<file path="config.mk">
export PLATFORM = sky130hd
export DESIGN_NAME = reset_release_sequencer
export DESIGN_NICKNAME = d
export VERILOG_FILES = /design/src/rtl/reset_release_sequencer_pkg.sv /design/src/rtl/reset_release_sequencer_sync_chain.sv /design/src/rtl/reset_release_sequencer.sv
export SDC_FILE = /design/constraint.sdc
export NUM_CORES = 1
export LEC_CHECK = 0
export BUFFER_PORTS_ARGS = -buffer_cell sky130_fd_sc_hd__buf_2
export CAP_MARGIN = 5
export CORE_AREA = 5 5 54 56
export CTS_CLUSTER_DIAMETER = 120
export DETAILED_ROUTE_END_ITERATION = 10
export DIE_AREA = 0 0 59 61
export SLEW_MARGIN = 20
export SYNTH_ARGS = -nofsm -noshare
export SYNTH_HDL_FRONTEND = slang
export SYNTH_SLANG_ARGS = --single-unit
</file>
<file path="constraint.sdc">
create_clock -name clk -period 4.3 [get_ports clk]
set_clock_uncertainty 0.15 [all_clocks]
set_input_delay 0.43 -clock clk [delete_from_list [all_inputs] [get_ports clk]]
set_output_delay 0.43 -clock clk [all_outputs]
set_load 0.01 [all_outputs]
</file>
<file path="src/rtl/reset_release_sequencer_pkg.sv">
// ============================================================================
// reset_seq_pkg : shared FSM state encoding and reset-cause codes
// Rev 1.0
// ============================================================================
`default_nettype none

package reset_seq_pkg;

  typedef enum logic [1:0] {
    HOLD    = 2'd0,
    STRETCH = 2'd1,
    RELEASE = 2'd2,
    RUN     = 2'd3
  } seq_state_t;

  localparam logic [1:0] CAUSE_EXT = 2'b01;
  localparam logic [1:0] CAUSE_SW  = 2'b10;

  function automatic int max2(input int a, input int b);
    return (a > b) ? a : b;
  endfunction

endpackage

`default_nettype wire

</file>
<file path="src/rtl/reset_release_sequencer_sync_chain.sv">
// ============================================================================
// reset_sync_chain : async-assert / sync-release reset synchronizer, active-high
// Rev 1.0
// ============================================================================
`default_nettype none

module reset_sync_chain #(
  parameter int STAGES = 3
) (
  input  logic clk,
  input  logic rst,
  output logic sync_rst_o
);

  logic [STAGES-1:0] sync_q;

  always_ff @(posedge clk or posedge rst) begin
    if (rst) begin
      sync_q <= '1;
    end else begin
      sync_q <= {sync_q[STAGES-2:0], 1'b0};
    end
  end

  assign sync_rst_o = sync_q[STAGES-1];

endmodule

`default_nettype wire

</file>
<file path="src/rtl/reset_release_sequencer.sv">
// ============================================================================
// reset_release_sequencer : synchronizes rst release, then frees NUM_OUTS
// resets in order; replays on software request. Option: ASYNC_RESET_SEQ_CAUSE_EN
// Rev 1.0
// ============================================================================
`default_nettype none

module reset_release_sequencer
  import reset_seq_pkg::*;
#(
  parameter int SYNC_STAGES    = 3,
  parameter int NUM_OUTS       = 4,
  parameter int STRETCH_CYCLES = 16,
  parameter int STAGE_GAP      = 8
) (
  input  logic                clk,
  input  logic                rst,
  input  logic                sw_rst_req,
  output logic                sw_rst_ack,
  output logic [NUM_OUTS-1:0] rst_out,
  output logic                done
`ifdef ASYNC_RESET_SEQ_CAUSE_EN
  ,
  output logic [1:0]          rst_cause
`endif
);

  localparam int CNT_W = $clog2(max2(STRETCH_CYCLES, STAGE_GAP) + 1);
  localparam int IDX_W = (NUM_OUTS > 1) ? $clog2(NUM_OUTS) : 1;

  logic                sync_rst;
  logic                sw_accept;
  seq_state_t          state_q, state_d;
  logic [CNT_W-1:0]    cnt_q, cnt_d;
  logic [IDX_W-1:0]    idx_q, idx_d;
  logic [NUM_OUTS-1:0] rst_out_q, rst_out_d;
  logic                sw_seq_q, sw_seq_d;
  logic                ack_q, ack_d;

  reset_sync_chain #(
    .STAGES (SYNC_STAGES)
  ) u_sync (
    .clk        (clk),
    .rst        (rst),
    .sync_rst_o (sync_rst)
  );

  assign sw_accept = (state_q == RUN) && sw_rst_req;

  always_ff @(posedge clk or posedge rst) begin
    if (rst) begin
      state_q   <= HOLD;
      cnt_q     <= '0;
      idx_q     <= '0;
      rst_out_q <= '1;
      sw_seq_q  <= 1'b0;
      ack_q     <= 1'b0;
    end else begin
      state_q   <= state_d;
      cnt_q     <= cnt_d;
      idx_q     <= idx_d;
      rst_out_q <= rst_out_d;
      sw_seq_q  <= sw_seq_d;
      ack_q     <= ack_d;
    end
  end

  always_comb begin
    state_d   = state_q;
    cnt_d     = cnt_q;
    idx_d     = idx_q;
    rst_out_d = rst_out_q;
    sw_seq_d  = sw_seq_q;
    ack_d     = 1'b0;
    case (state_q)
      HOLD: begin
        if (!sync_rst) begin
          state_d = STRETCH;
          cnt_d   = '0;
        end
      end
      STRETCH: begin
        if (cnt_q == CNT_W'(STRETCH_CYCLES - 1)) begin
          cnt_d        = '0;
          rst_out_d[0] = 1'b0;
          idx_d        = IDX_W'(1);
          state_d      = (NUM_OUTS == 1) ? RUN : RELEASE;
        end else begin
          cnt_d = cnt_q + CNT_W'(1);
        end
      end
      RELEASE: begin
        if (cnt_q == CNT_W'(STAGE_GAP - 1)) begin
          cnt_d     = '0;
          rst_out_d = rst_out_q & ~(NUM_OUTS'(1) << idx_q);
          if (idx_q == IDX_W'(NUM_OUTS - 1)) begin
            state_d = RUN;
          end else begin
            idx_d = idx_q + IDX_W'(1);
          end
        end else begin
          cnt_d = cnt_q + CNT_W'(1);
        end
      end
      RUN: begin
        if (sw_seq_q) begin
          ack_d    = 1'b1;
          sw_seq_d = 1'b0;
        end
        // Software restart passes through HOLD (sync_rst already low) so the
        // release timing from the request edge is STRETCH_CYCLES+1+i*STAGE_GAP.
        if (sw_accept) begin
          rst_out_d = '1;
          cnt_d     = '0;
          sw_seq_d  = 1'b1;
          state_d   = HOLD;
        end
      end
      default: begin
        state_d   = HOLD;
        rst_out_d = '1;
      end
    endcase
  end

`ifdef ASYNC_RESET_SEQ_CAUSE_EN
  logic [1:0] cause_q;

  always_ff @(posedge clk or posedge rst) begin
    if (rst) begin
      cause_q <= CAUSE_EXT;
    end else if (sw_accept) begin
      cause_q <= CAUSE_SW;
    end
  end

  assign rst_cause = cause_q;
`endif

  assign rst_out    = rst_out_q;
  assign done       = (state_q == RUN);
  assign sw_rst_ack = ack_q;

endmodule

`default_nettype wire

</file>
=== Word level (Yosys, flattened, before mapping) ===
Cells that the tools add are included.

* Add/subtract/negate cells: 2
* Reductions and logical operators: 10
* Eq/ne operators: 12
* Shifts and indexed selects: 1
* Bitwise logic cells: 2
* Multiplexer cells: 23

{| class="wikitable"
|+ Operators by type and width
! kind !! number
|-
| 5-bit 2-to-1 mux || 4
|-
| 5-bit one-hot mux with 4 select lines || 1
|-
| 2-bit 2-to-1 mux || 8
|-
| 2-bit != test, second input constant || 5
|-
| 4-bit 2-to-1 mux || 2
|-
| 2-bit one-hot mux with 4 select lines || 1
|-
| 4-bit AND reduction || 2
|-
| 2-bit == test, second input constant || 3
|-
| 3-bit one-hot mux with 2 select lines || 1
|-
| 5-bit by 1-bit adder with 5-bit output, second input constant || 1
|-
| 5-bit by 3-bit == test with 1-bit output, second input constant || 1
|-
| 5-bit by 4-bit == test with 1-bit output, second input constant || 1
|-
| 5-bit AND reduction || 1
|-
| 4-bit bitwise AND || 1
|-
| 1-bit 2-to-1 mux || 4
|-
| 4-bit inverter || 1
|-
| 2-bit one-hot mux with 2 select lines || 1
|-
| 2-bit nonzero test || 2
|-
| 1-bit by 2-bit left shift with 4-bit output, first input constant || 1
|-
| 1-bit one-hot mux with 3 select lines || 1
|-
| 3-bit AND reduction || 1
|-
| 3-bit nonzero test || 1
|-
| 2-bit by 1-bit adder with 2-bit output, second input constant || 1
|-
| 2-bit by 1-bit == test with 1-bit output, second input constant || 1
|-
| other kinds (4) || 4
|}

* Word-level logic and storage cells: 58
* Bits of input ports: 3
* Register bits: 18

=== Logic depth before layout (Yosys ltp) ===
* Depth after elaboration: 5
* Gate-level depth with buffers: 9
* Mapped depth without buffers: 8

=== Hierarchy ===
Synthesis repeated with hierarchy kept, for this count alone.

* Cell total of the unflattened synthesis: 102
* Area total of the unflattened synthesis: 1,011.0 um2

{| class="wikitable"
|+ Modules (own cells, without submodules)
! module !! area an instance (um2) !! cells each !! sequential area each (um2) !! instances
|-
| reset_release_sequencer || 924.6 || 97 || 380.4 || 1
|-
| reset_sync_chain || 86.3 || 5 || 78.8 || 1
|}

=== Worst setup path after synthesis ===
OpenSTA, ideal clock, no wires.

* Kind: register to register
* From: register cnt_q[0]
* To: register state_q[0]
* Arrival: 1,499 ps
* Cell stages (with the launch flop): 10
* Period minus slack after synthesis: 1,775 ps
* Setup time: 126 ps
* Slack: 2,525 ps
* Cell sequence: dfrtp_1 -> ha_1 -> nand3_1 -> inv_1 -> ha_1 -> nand2b_1 -> o21ai_2 -> buf_6 -> nor3_4 -> o32a_1

* Cells in the longest elaborated chain, start to end: 3
* Elaborated cells between the ends (all ways): 5
* Those cells by class: 4 x eq/ne; 1 x reduce/logical

{| class="wikitable"
|+ Ends and longest elaborated chain
! item !! line !! source
|-
| start, declared || reset_release_sequencer.sv:34 || <nowiki>logic [CNT_W-1:0] cnt_q, cnt_d;</nowiki>
|-
| start signal, assigned || reset_release_sequencer.sv:60 || <nowiki>cnt_q <= cnt_d;</nowiki>
|-
| 5-bit by 3-bit == test with 1-bit output / 5-bit by 4-bit == test with 1-bit output (equally long branches) || reset_release_sequencer.sv:93, reset_release_sequencer.sv:83 ||
|-
| 2-bit != test (no source line) || n/a ||
|-
| 5-bit AND reduction (no source line) (*) || n/a ||
|-
| end signal, assigned || reset_release_sequencer.sv:59 || <nowiki>state_q <= state_d;</nowiki>
|-
| end, declared || reset_release_sequencer.sv:33 || <nowiki>seq_state_t state_q, state_d;</nowiki>
|}

Every way passes the cells marked *; elsewhere a longest branch is shown, timed or not.
A chain may end at the register's enable or synchronous reset.

=== Final worst setup path ===
* From: register state_q[0]
* To: register cnt_q[3]

* Cells in the longest elaborated chain, start to end: 4
* Elaborated cells between the ends (all ways): 9
* Those cells by class: 5 x eq/ne; 1 x mux; 3 x reduce/logical

{| class="wikitable"
|+ Ends and longest elaborated chain
! item !! line !! source
|-
| 2-bit == test || reset_release_sequencer.sv:48, reset_release_sequencer.sv:75 ||
|-
| 1-bit logical AND || reset_release_sequencer.sv:48 || <nowiki>assign sw_accept = (state_q == RUN) && sw_rst_req;</nowiki>
|-
| 2-bit by 1-bit != test with 1-bit output (no source line) || n/a ||
|-
| 2-bit AND reduction (no source line) || n/a ||
|}

Parallel ways exist; a longest one is shown, timed or not.

==> key figures <==
Cells and area
  – Non-filler cells, final: 140
  – Area Growth Syn to Fin: 9.52%
  – Multi-input gate area: 504 um2
  – Nets: 126
  – Diodes inserted: 0
  – Leading cell types in the layout, fill and taps excluded: inv_1 (12), ha_1 (12), dfrtp_1 (11), nand2_1 (10), buf_2 (8)
  – Fillers: 243
  – Cell area after layout: 1120 um2
  – Layout cell share with drive strength beyond 1: 0.218
  – Seq. cell area: 459 um2
  – Final core utilization: 0.470

Timing
  – Crit path time final: 2.23 ns
  – Max Slew Vio Count: 0
  – Final Cycle Share: 0.519
  – Setup TNS: 0 ns
  – RSZ-0062 raised after global routing: no
  – Slew headroom: 0.561
  – Fin. Hold Viols: 0
  – Setup WS post-layout: 2.07 ns
  – Fmax: 0.448 GHz
  – Worst Max-Slew Pin Slew: 0.658 ns
  – Final setup viols: 0

Synth
  – Simple-Gate Fraction of Synth Area: 0.155
  – Post-synthesis compound-gate area fraction: 0.166
  – Largest family of logic cells by synthesized area: compound AO/OA/AOI/OAI gates
  – Seq/Total Area, Yosys: 0.448
  – Post-synth net total: 115
  – Post-synthesis adder-cell area fraction: 0.147
  – Cells after Synth: 100
  – Netlist cell types: 31
  – Mux cell area share after synthesis: 0.0208
  – Synth async-reset ratio: 1.00
  – Synth Area in XOR/XNOR: 0
  – Mapped Area: 1020 um2
  – Primary FF master, synth: dfrtp_1
  – YS warnings: 0
  – Flop and latch count out of synthesis: 18
  – Syn Area/Cell: 10.2 um2
  – EDFF count, synth: 0

Route
  – Total iterations of the first detailed-routing run: 4
  – Detailed Route Iter0 Violations: 28
  – Routed length per placed instance: 14.0 um
  – Post-route ant nets: 0
  – Number of vias per cell: 5.34
  – Number of remaining DRC errors: 0
  – Final wirelength: 1960 um
  – Via count: 748

Clocking
  – Clock tree buffer depth: 2
  – CTS sink cnt: 18
  – Root Driver: clkbuf_4
  – Post-CTS Setup Inserts: 0
  – Clk slew on worst S/H paths: 0.10 ns
  – Worst skew pair latency: 0.30 ns
  – Num CTS Buffers: 3
  – CTS tree: done
  – H-tree depth: 1
  – # hold bufs at CTS: 0
  – Post_cts resized: 0

Job
  – Number of max-cap violations: 0

Power and ir drop
  – Cell internal pwr: 0.224 mW
  – Max IR drop VDD: 0.000123 V
  – Sequential power share: 0.606
  – Psw: 0.0600 mW
  – PD cells: 253 nW/um2
  – LEAKAGE: 0.553 nW
  – Clock power frac: 0.375
  – Power share of the combinational group: 0.019
  – Sw Share: 0.211

Critical path
  – Worst r2r src: state_q[0]
  – R2R Setup Slk: 2.07 ns
  – Critical path endpoint category: flip-flop
  – Reg2reg end: cnt_q[3]
  – Critical Path RT: 4.35 ns
  – Crit Path Class: flip-flop to flip-flop
  – Worst setup SP type: flip-flop
  – Reg2Reg Depth: 6
  – Critical Path AT: 2.28 ns
  – CP Max Fanout: 11

Place
  – Worst slack, placed: 2.10 ns
  – Final RePlAce weighted congestion: 0.861
  – Number of I/O port buffers: 8
  – Post-DP HPWL: 1430 um
  – Placed cell areas: 1090 um2
  – Placed cell count: 136

Floorplanning
  – Ports: 9
  – Die height: 61 um
  – # rows: 18
  – Core box area: 2390 um2
  – Die Wd: 59 um
  – Die footprint: 3600 um2
  – Initial Utilization: 0.429

Global route
  – GRT met1 Usage: 0.147
  – Total track usage: 0.128
  – GRT met2 Usage: 0.213
  – First-pass GRT wire length: 3420 um
  – Largest net degree at the start of global routing: 19
  – Met3 GRT Util: 0.0255
  – Gr ovfl total: 0
  – Initial antenna violation count: 0
  – Vias in the first global route: 772
  – Most used routing layer: met2

Min path
  – Worst hold path type: input pin to async pin

Run status
  – Status: completed
## metrics by stage
| stage | power [mW] | hold slack [ns] |
|---|---|---|
| 2_1_floorplan | 0.178 | 0.195 |
| 3_3_place_gp | 0.181 | 0.196 |
| 3_5_place_dp | 0.181 | 0.197 |
| 4_1_cts | 0.289 | 0.0787 |
| 5_1_grt | 0.298 | 0.112 |
| 6_report | 0.284 | 0.0540 |
## power groups by stage
stage                     sequential, mW  combinational (mW)  clock (mW)
after floorplan                    0.175             0.00289           0
after global placement             0.175             0.00552           0
after detailed placement           0.175             0.00559           0
after CTS                          0.173             0.00568       0.110
after global routing               0.173             0.00658       0.119
final                              0.173             0.00536       0.107
## cells by family (layout without fill, tap and decap cells)
kind of cell / Yosys count / in the layout
buffers and inverters: 14 / 24
DFF: 18 / 18
other: 1 / 1
adders and majority gates: 12 / 12
AOI/OAI and AO/OA: 24 / 24
and+or+nand+nor: 29 / 29
muxes: 2 / 2
## final cells by class
type                    count  share of cell area
clock buffers               4              0.0323
inverters                  12              0.0401
multi-input cells          68               0.449
flip-flops and latches     18               0.409
well taps                  30              0.0334
repair buffers              8              0.0357
## per-layer routing
metal / routed length [um] / vias up
met2: 927 / 21
met3: 107 / 6
met1: 879 / 353
met4: 48 / 0
li1: - / 368
met5: 0 / -
## registers in the layout, summed over array words and instances (netlist names)
signal and cells:
cnt_q 5, rst_out 4, u_sync.sync_q 3, idx_q 2
state_q 2, sw_rst_ack 1, sw_seq_q 1
## worst max-delay path by stage
stage	from	end	slack, ns	depth (start not counted)
6_report	state_q[0]	cnt_q[3]	2.07	6
5_1_grt	state_q[0]	cnt_q[3]	1.89	6
4_1_cts	state_q[0]	cnt_q[3]	2.08	6
3_5_place_dp	state_q[0]	cnt_q[3]	2.10	6
3_3_place_gp	state_q[0]	cnt_q[3]	2.25	6
2_1_floorplan	cnt_q[0]	state_q[0]	2.53	9
## worst max-delay path, cell delays in order (launching register included)
cell	delay [ns]
dfrtp_1	0.43
inv_1	0.12
ha_1	0.33
inv_1	0.15
o21ai_2	0.48
nand3_1	0.16
o311ai_1	0.31
## cell usage after synthesis (3+ instances only)
cell type / count / share of area
inv_1: 12 / 0.044
o21ai_0: 6 / 0.029
dfstp_2: 7 / 0.18
nand2_1: 10 / 0.037
nand2b_1: 3 / 0.018
nor2_1: 3 / 0.011
dfrtp_1: 11 / 0.27
a21oi_1: 3 / 0.015
ha_1: 12 / 0.15
nand3_1: 7 / 0.034
(Power assumes the default switching activity.)
